===== src/rtl/segment_frame_reader.sv =====
// rtl/segment_frame_reader.sv - per-frame segment snapshot with LCD persistence and 2-cycle lookup
//
// Ports:
//   clk, reset_n      single clock, asynchronous active-low reset
//   segments          live segment array [x][y] of one-hot Z bits from the normalizer
//   vsync             frame sync; its rising edge schedules one snapshot/decay update
//   req_valid/blank/x/y/z   per-pixel lookup request from the mask renderer
//   resp_valid/on/level     registered response, two edges after the request

module segment_frame_reader #(
    parameter int MAX_X_SEGMENT = 9,
    parameter int MAX_Y_SEGMENT = 16,
    parameter int MAX_Z_SEGMENT = 4,
    parameter int DECAY_ENABLE  = 1
) (
    input  logic                     clk,
    input  logic                     reset_n,
    input  logic [MAX_Z_SEGMENT-1:0] segments [MAX_X_SEGMENT][MAX_Y_SEGMENT],
    input  logic                     vsync,
    input  logic                     req_valid,
    input  logic                     req_blank,
    input  logic [3:0]               req_x,
    input  logic [3:0]               req_y,
    input  logic [1:0]               req_z,
    output logic                     resp_valid,
    output logic                     resp_on,
    output logic [1:0]               resp_level
);

    logic                          vsync_d;
    logic                          armed;
    logic                          update_pending;

    logic [MAX_Z_SEGMENT-1:0]      shadow [MAX_X_SEGMENT][MAX_Y_SEGMENT];
    logic [MAX_Z_SEGMENT-1:0][1:0] level  [MAX_X_SEGMENT][MAX_Y_SEGMENT];

    logic                          s1_valid;
    logic                          s1_blank;
    logic [3:0]                    s1_x;
    logic [3:0]                    s1_y;
    logic [1:0]                    s1_z;

    logic                          rd_on;
    logic [1:0]                    rd_level;

    function automatic logic [1:0] next_level(input logic seg_on, input logic [1:0] cur);
        if (seg_on) begin
            return 2'd3;
        end else if (DECAY_ENABLE != 0) begin
            return (cur == 2'd0) ? 2'd0 : cur - 2'd1;
        end else begin
            return 2'd0;
        end
    endfunction

    // Edge detect. armed stays low for the first sampled cycle after reset so
    // that a vsync already high at release is not mistaken for a new frame.
    always_ff @(posedge clk or negedge reset_n) begin
        if (!reset_n) begin
            vsync_d        <= 1'b0;
            armed          <= 1'b0;
            update_pending <= 1'b0;
        end else begin
            vsync_d        <= vsync;
            armed          <= 1'b1;
            update_pending <= vsync & ~vsync_d & armed;
        end
    end

    // Whole-array update in a single cycle; outside it the live array is ignored,
    // which keeps a frame's output tear-free while the normalizer keeps writing.
    always_ff @(posedge clk or negedge reset_n) begin
        if (!reset_n) begin
            for (int xi = 0; xi < MAX_X_SEGMENT; xi++) begin
                for (int yi = 0; yi < MAX_Y_SEGMENT; yi++) begin
                    shadow[xi][yi] <= '0;
                    level[xi][yi]  <= '0;
                end
            end
        end else if (update_pending) begin
            for (int xi = 0; xi < MAX_X_SEGMENT; xi++) begin
                for (int yi = 0; yi < MAX_Y_SEGMENT; yi++) begin
                    shadow[xi][yi] <= segments[xi][yi];
                    for (int zi = 0; zi < MAX_Z_SEGMENT; zi++) begin
                        level[xi][yi][zi] <= next_level(segments[xi][yi][zi], level[xi][yi][zi]);
                    end
                end
            end
        end
    end

    // Stage 1: register the request.
    always_ff @(posedge clk or negedge reset_n) begin
        if (!reset_n) begin
            s1_valid <= 1'b0;
            s1_blank <= 1'b0;
            s1_x     <= '0;
            s1_y     <= '0;
            s1_z     <= '0;
        end else begin
            s1_valid <= req_valid;
            s1_blank <= req_blank;
            s1_x     <= req_x;
            s1_y     <= req_y;
            s1_z     <= req_z;
        end
    end

    // Address match over the real array extent; an out-of-range address simply
    // matches nothing and reads as off/level 0.
    always_comb begin
        rd_on    = 1'b0;
        rd_level = 2'd0;
        for (int xi = 0; xi < MAX_X_SEGMENT; xi++) begin
            for (int yi = 0; yi < MAX_Y_SEGMENT; yi++) begin
                for (int zi = 0; zi < MAX_Z_SEGMENT; zi++) begin
                    if (int'(s1_x) == xi && int'(s1_y) == yi && int'(s1_z) == zi) begin
                        rd_on    = shadow[xi][yi][zi];
                        rd_level = level[xi][yi][zi];
                    end
                end
            end
        end
    end

    // Stage 2: registered response. Reading here on the update edge naturally
    // returns the pre-update contents.
    always_ff @(posedge clk or negedge reset_n) begin
        if (!reset_n) begin
            resp_valid <= 1'b0;
            resp_on    <= 1'b0;
            resp_level <= 2'd0;
        end else begin
            resp_valid <= s1_valid;
            resp_on    <= s1_valid & ~s1_blank & rd_on;
            resp_level <= (s1_valid && !s1_blank) ? rd_level : 2'd0;
        end
    end

endmodule


===== config.mk =====
export PLATFORM = sky130hd
export DESIGN_NAME = segment_frame_reader
export DESIGN_NICKNAME = d
export VERILOG_FILES = /design/src/rtl/segment_frame_reader.sv
export SDC_FILE = /design/constraint.sdc
export NUM_CORES = 2
export LEC_CHECK = 0
export CORE_MARGIN = 2
export CORE_UTILIZATION = 40
export CTS_CLUSTER_DIAMETER = 120
export CTS_CLUSTER_SIZE = 28
export DETAILED_ROUTE_END_ITERATION = 7
export GPL_ROUTABILITY_DRIVEN = 0
export PLACE_DENSITY = 0.59
export SETUP_SLACK_MARGIN = 0.2
export SLEW_MARGIN = 10
export SYNTH_ARGS = -nofsm -noshare
export SYNTH_HDL_FRONTEND = slang
export SYNTH_SLANG_ARGS = --single-unit

===== constraint.sdc =====
create_clock -name clk -period 9.3 [get_ports clk]
set_input_delay 1.86 -clock clk [delete_from_list [all_inputs] [get_ports clk]]
set_output_delay 1.86 -clock clk [all_outputs]
set_load 0.005 [all_outputs]

== Yosys cells after proc, flatten, opt, wreduce, memory -nomap -nowiden ==
Cells that the tools add are included.
Widths: inputs -> output; s select.

* Equal/unequal tests: 26
* Muxes and demuxes: 2305
* Add/sub/neg operators: 576
* Bitwise gates (word level): 6
* Reductions and logical operators: 1301

{| class="wikitable"
|+ Operator list
! operator !! number
|-
| $mux 2 || 1729
|-
| $logic_not 2->1 || 577
|-
| $sub 2x1->2 const B || 576
|-
| $logic_and 1x1->1 || 721
|-
| $mux 1 || 576
|-
| $eq 4x4->1 const B || 13
|-
| $eq 4x3->1 const B || 6
|-
| $eq 4x2->1 const B || 3
|-
| $logic_not 4->1 || 2
|-
| $and 1x1->1 || 4
|-
| $eq 2x2->1 const B || 2
|-
| $eq 4x1->1 const B || 1
|-
| $eq 2x1->1 const B || 1
|-
| $not 1->1 || 2
|-
| $logic_not 1->1 || 1
|}

* Register bits: 1747
* Input port bits: 591
* Logic and storage cells: 4945
* Output and inout port bits: 4

== Depth between registers and ports, before layout ==
* Depth in word-level cells: 580
* Mapped depth: 17
* Gate-level depth less buffers: 11

== Worst setup path before layout ==
Ideal clock, no wire load.

* Path kind: register to register
* Start: reg s1_x[2]
* End: reg resp_level[1]
* Clock period less this slack: 3.250 ns
* Arrival time: 3.130 ns
* Cell stages (with the launch flop): 15
* Library setup time: 0.120 ns
* Slack: 6.050 ns
* Data required time: 9.180 ns
* Cell sequence: dfrtp_1 > buf_6 > or3b_1 > buf_2 > or3_1 > buf_2 > or3_1 > a222oi_1 > o21ai_1 > o311ai_2 > o221ai_2 > a2111oi_2 > o211ai_1 > a41oi_2 > nor2_1

{| class="wikitable"
|+ RTL lines
! what !! line !! text
|-
| from (decl) || 39 || <nowiki>logic [3:0] s1_x;</nowiki>
|-
| from (signal assigned) || 103 || <nowiki>s1_x <= req_x;</nowiki>
|-
| to (signal assigned) || 136 || <nowiki>resp_level <= (s1_valid && !s1_blank) ? rd_level : 2'd0;</nowiki>
|-
| to (decl) || 27 || <nowiki>output logic [1:0] resp_level</nowiki>
|}

==> qor.yml <==
status: "complete, but fails checks"
violations: "DRC"
final_common_cell: "dfrtp_1"
startpoint_type: "flip-flop"
portBuffers: 594
ys_types: 93
tightest_slew_ns: 1.37
setup_viol: 0
die_x_um: 472
cts_resized: 0
wl_met3_mm: 50.5
first_global_vias: 78900
cts_hold_buf: 0
yosys_most_used_dff: "dfrtp_1"
cts_tree: "yes"
clk_path_buf_depth: 3
startpoint: "s1_z[1]"
crit_fanout: 60
multi_input_area_sq_um: 36600
hold_violations: 0
wirelength_mm: 390
ys_ff_latch: 1747
cp_slowest_stage_delay_ns: 1.15
reg2reg_from: "s1_z[1]"
met2_wirelength_mm: 157
synth_nets: 10800
clk_latency_ns: 0.79
power_leakage_nw: 41.1
worstPathRequired_ns: 9.98
finalClockSkew_ns: 0.0540
powerDensity_nw_per_um2: 190
critical_path.top_delay_family: "compound AO/OA/AOI/OAI gates"
reg2reg_to: "resp_level[0]"
endpoint: "resp_level[0]"
viasPerCell: 6.33
synth-seq-area-share: 0.500
cp.depth: 14
slew_headroom: 0.0878
ff2ff_path_depth: 14
slowest_stage: "a2111oi_1"
irDropWorstVdd_v: 0.000146
grt_max_degree: 235
synth-warning-count: 0
ios: 595
drv.max_cap_violation_count: 0
seq_area_sq_um: 43700
path_cells: "buf_4 -> buf_4 -> nor2b_2 -> a221oi_1 -> nor3_1 -> o2111a_1 -> o21ai_0 -> a2111oi_1 -> buf_4 -> o31ai_1 -> o21a_1 -> a2111oi_1 -> buf_4 -> nor4_1"
gr-usage-all-layers: 0.341
root_buffer: "clkbuf_16"
timing.hold.ws_ns: 0.381
layout_min_cycle_time_ns: 6.57
mostFrequentLayoutCells: "dfrtp_1, o21ai_0, nand2_1"
nFillCells: 21000
max_freq_mhz: 152
setup-tns-final_ns: 0
die_y_um: 472
drtPass1Iterations: 8
post-route-drc-count: 1
crit_top_cell: "buf_4"
cts_buffers: 74
syn2layout_area_growth_pct: 12.1
cp-end-kind: "flip-flop"
critPathBufInv: 4
rows: 171
top_layer: "met5"
min-delay-start: "s1_valid"
fin_crit_sh: 0.706
synth_area_per_cell_sq_um: 8.55
start_util: 0.403
maxSlewViolCount: 0
cts_sinks: 1747
drive_above_1_share: 0.0376
arrival_ns: 7.25
critical_path_class: "reg2reg"
die_area_sq_um: 223000
gr-total-overflow: 0
hold_path_class: "reg2reg"
p_total_mw: 18.6
syn-cell-area_sq_um: 87500
antenna_found_initial: 17
core-area_sq_um: 217000
post_cts_buffers: 0
synth-edff-count: 0
rsz0062_at_grt: "false"
synthArstFlopShare: 1.00
wl_met1_mm: 151
grt_pass1_wl_mm: 558
drtAntennaViolNets: 0
htree_levels: 3
place_hpwl_mm: 273
num-nets-final: 10900
vias: 83600
reg2reg_slack_ns: 2.73
syn_inst: 10200
drt_iter0_drc: 12800
clkTransAtPathRegs_ns: 0.12
wl_per_cell_um: 29.5
-- where the power goes --
| group | switching [mW] | internal [mW] |
|---|---|---|
| Sequential | 1.46 | 9.24 |
| Combinational | 2.43 | 1.33 |
| Clock | 2.58 | 1.59 |
| Total | 6.48 | 12.2 |
-- stage by stage --
stage,cells,area (sq um),setup WS [ns],utilization
after floorplan,10200,87500,6.05,-
after global placement,13100,95900,3.32,0.441
after detailed placement,13100,95900,3.35,0.441
after CTS,13200,98100,3.31,0.451
after global routing,13200,98100,2.81,0.451
final,13200,98100,2.73,0.451
-- worst min path at each step --
stage                      end  slack, ns  cells past startpoint
floorplan           resp_valid       0.35                      0
global placement    resp_valid       0.35                      0
detailed placement  resp_valid       0.35                      0
CTS                 resp_valid       0.38                      0
global route        resp_valid       0.40                      0
finish              resp_valid       0.38                      0
-- sequential cells by signal, summed over array words and instances (netlist names), 2 cells and up --
signal	count
s1_z	2
level	1152
s1_x	4
resp_level	2
s1_y	4
shadow	576
-- kinds of logic (layout without fill, tap and decap cells) --
group,count (synthesis),after routing,synth area share
AO/OA/AOI/OAI,4206,4206,0.293
AND/OR/NAND/NOR,2277,2277,0.109
buffers and inverters,1920,2032,0.0852
flip-flops,1747,1747,0.500
multiplexers,85,85,0.0131
other,1,12,0.0000429
-- Yosys cell counts (68+ instances only) --
| cell | count | area (sq um) |
|---|---|---|
| dfrtp_1 | 1747 | 43700 |
| o21ai_0 | 1567 | 7840 |
| nand2_1 | 1518 | 5700 |
| inv_1 | 1164 | 4370 |
| a21oi_1 | 978 | 4890 |
| a211oi_1 | 644 | 4830 |
| clkbuf_1 | 491 | 1840 |
| nor2_1 | 410 | 1540 |
| buf_2 | 171 | 856 |
| o22ai_1 | 154 | 963 |
| a22oi_1 | 104 | 781 |
| o211ai_1 | 90 | 676 |
| buf_1 | 84 | 315 |
| o221ai_1 | 72 | 631 |
| nor3_1 | 71 | 355 |
| nand3_1 | 68 | 340 |
-- metal layers --
metal / up-vias / GRT usage
met5: - / 0
met4: 26 / 0.226
met3: 1063 / 0.114
met2: 5412 / 0.468
met1: 41100 / 0.456
li1: 36100 / -
-- layout make-up --
cell class	instances	area share
Timing Repair Buffer	778	0.0778
Tap cell	2854	0.0364
Multi-Input combinational cell	6569	0.373
Antenna cell	11	0.000281
Sequential cell	1747	0.446
Inverter	1167	0.0449
Clock buffer	82	0.0203
Clock inverter	5	0.00131
-- worst reg2reg max path, cell delays in order, from the launching register on --
cell	delay, ns
dfrtp_4	0.57
buf_4	0.48
buf_4	0.76
nor2b_2	0.95
a221oi_1	0.23
nor3_1	0.35
o2111a_1	0.28
o21ai_0	0.11
a2111oi_1	1.15
buf_4	0.28
o31ai_1	0.26
o21a_1	0.36
a2111oi_1	0.41
buf_4	0.22
nor4_1	0.06
Power figures use the tool's default switching activity.
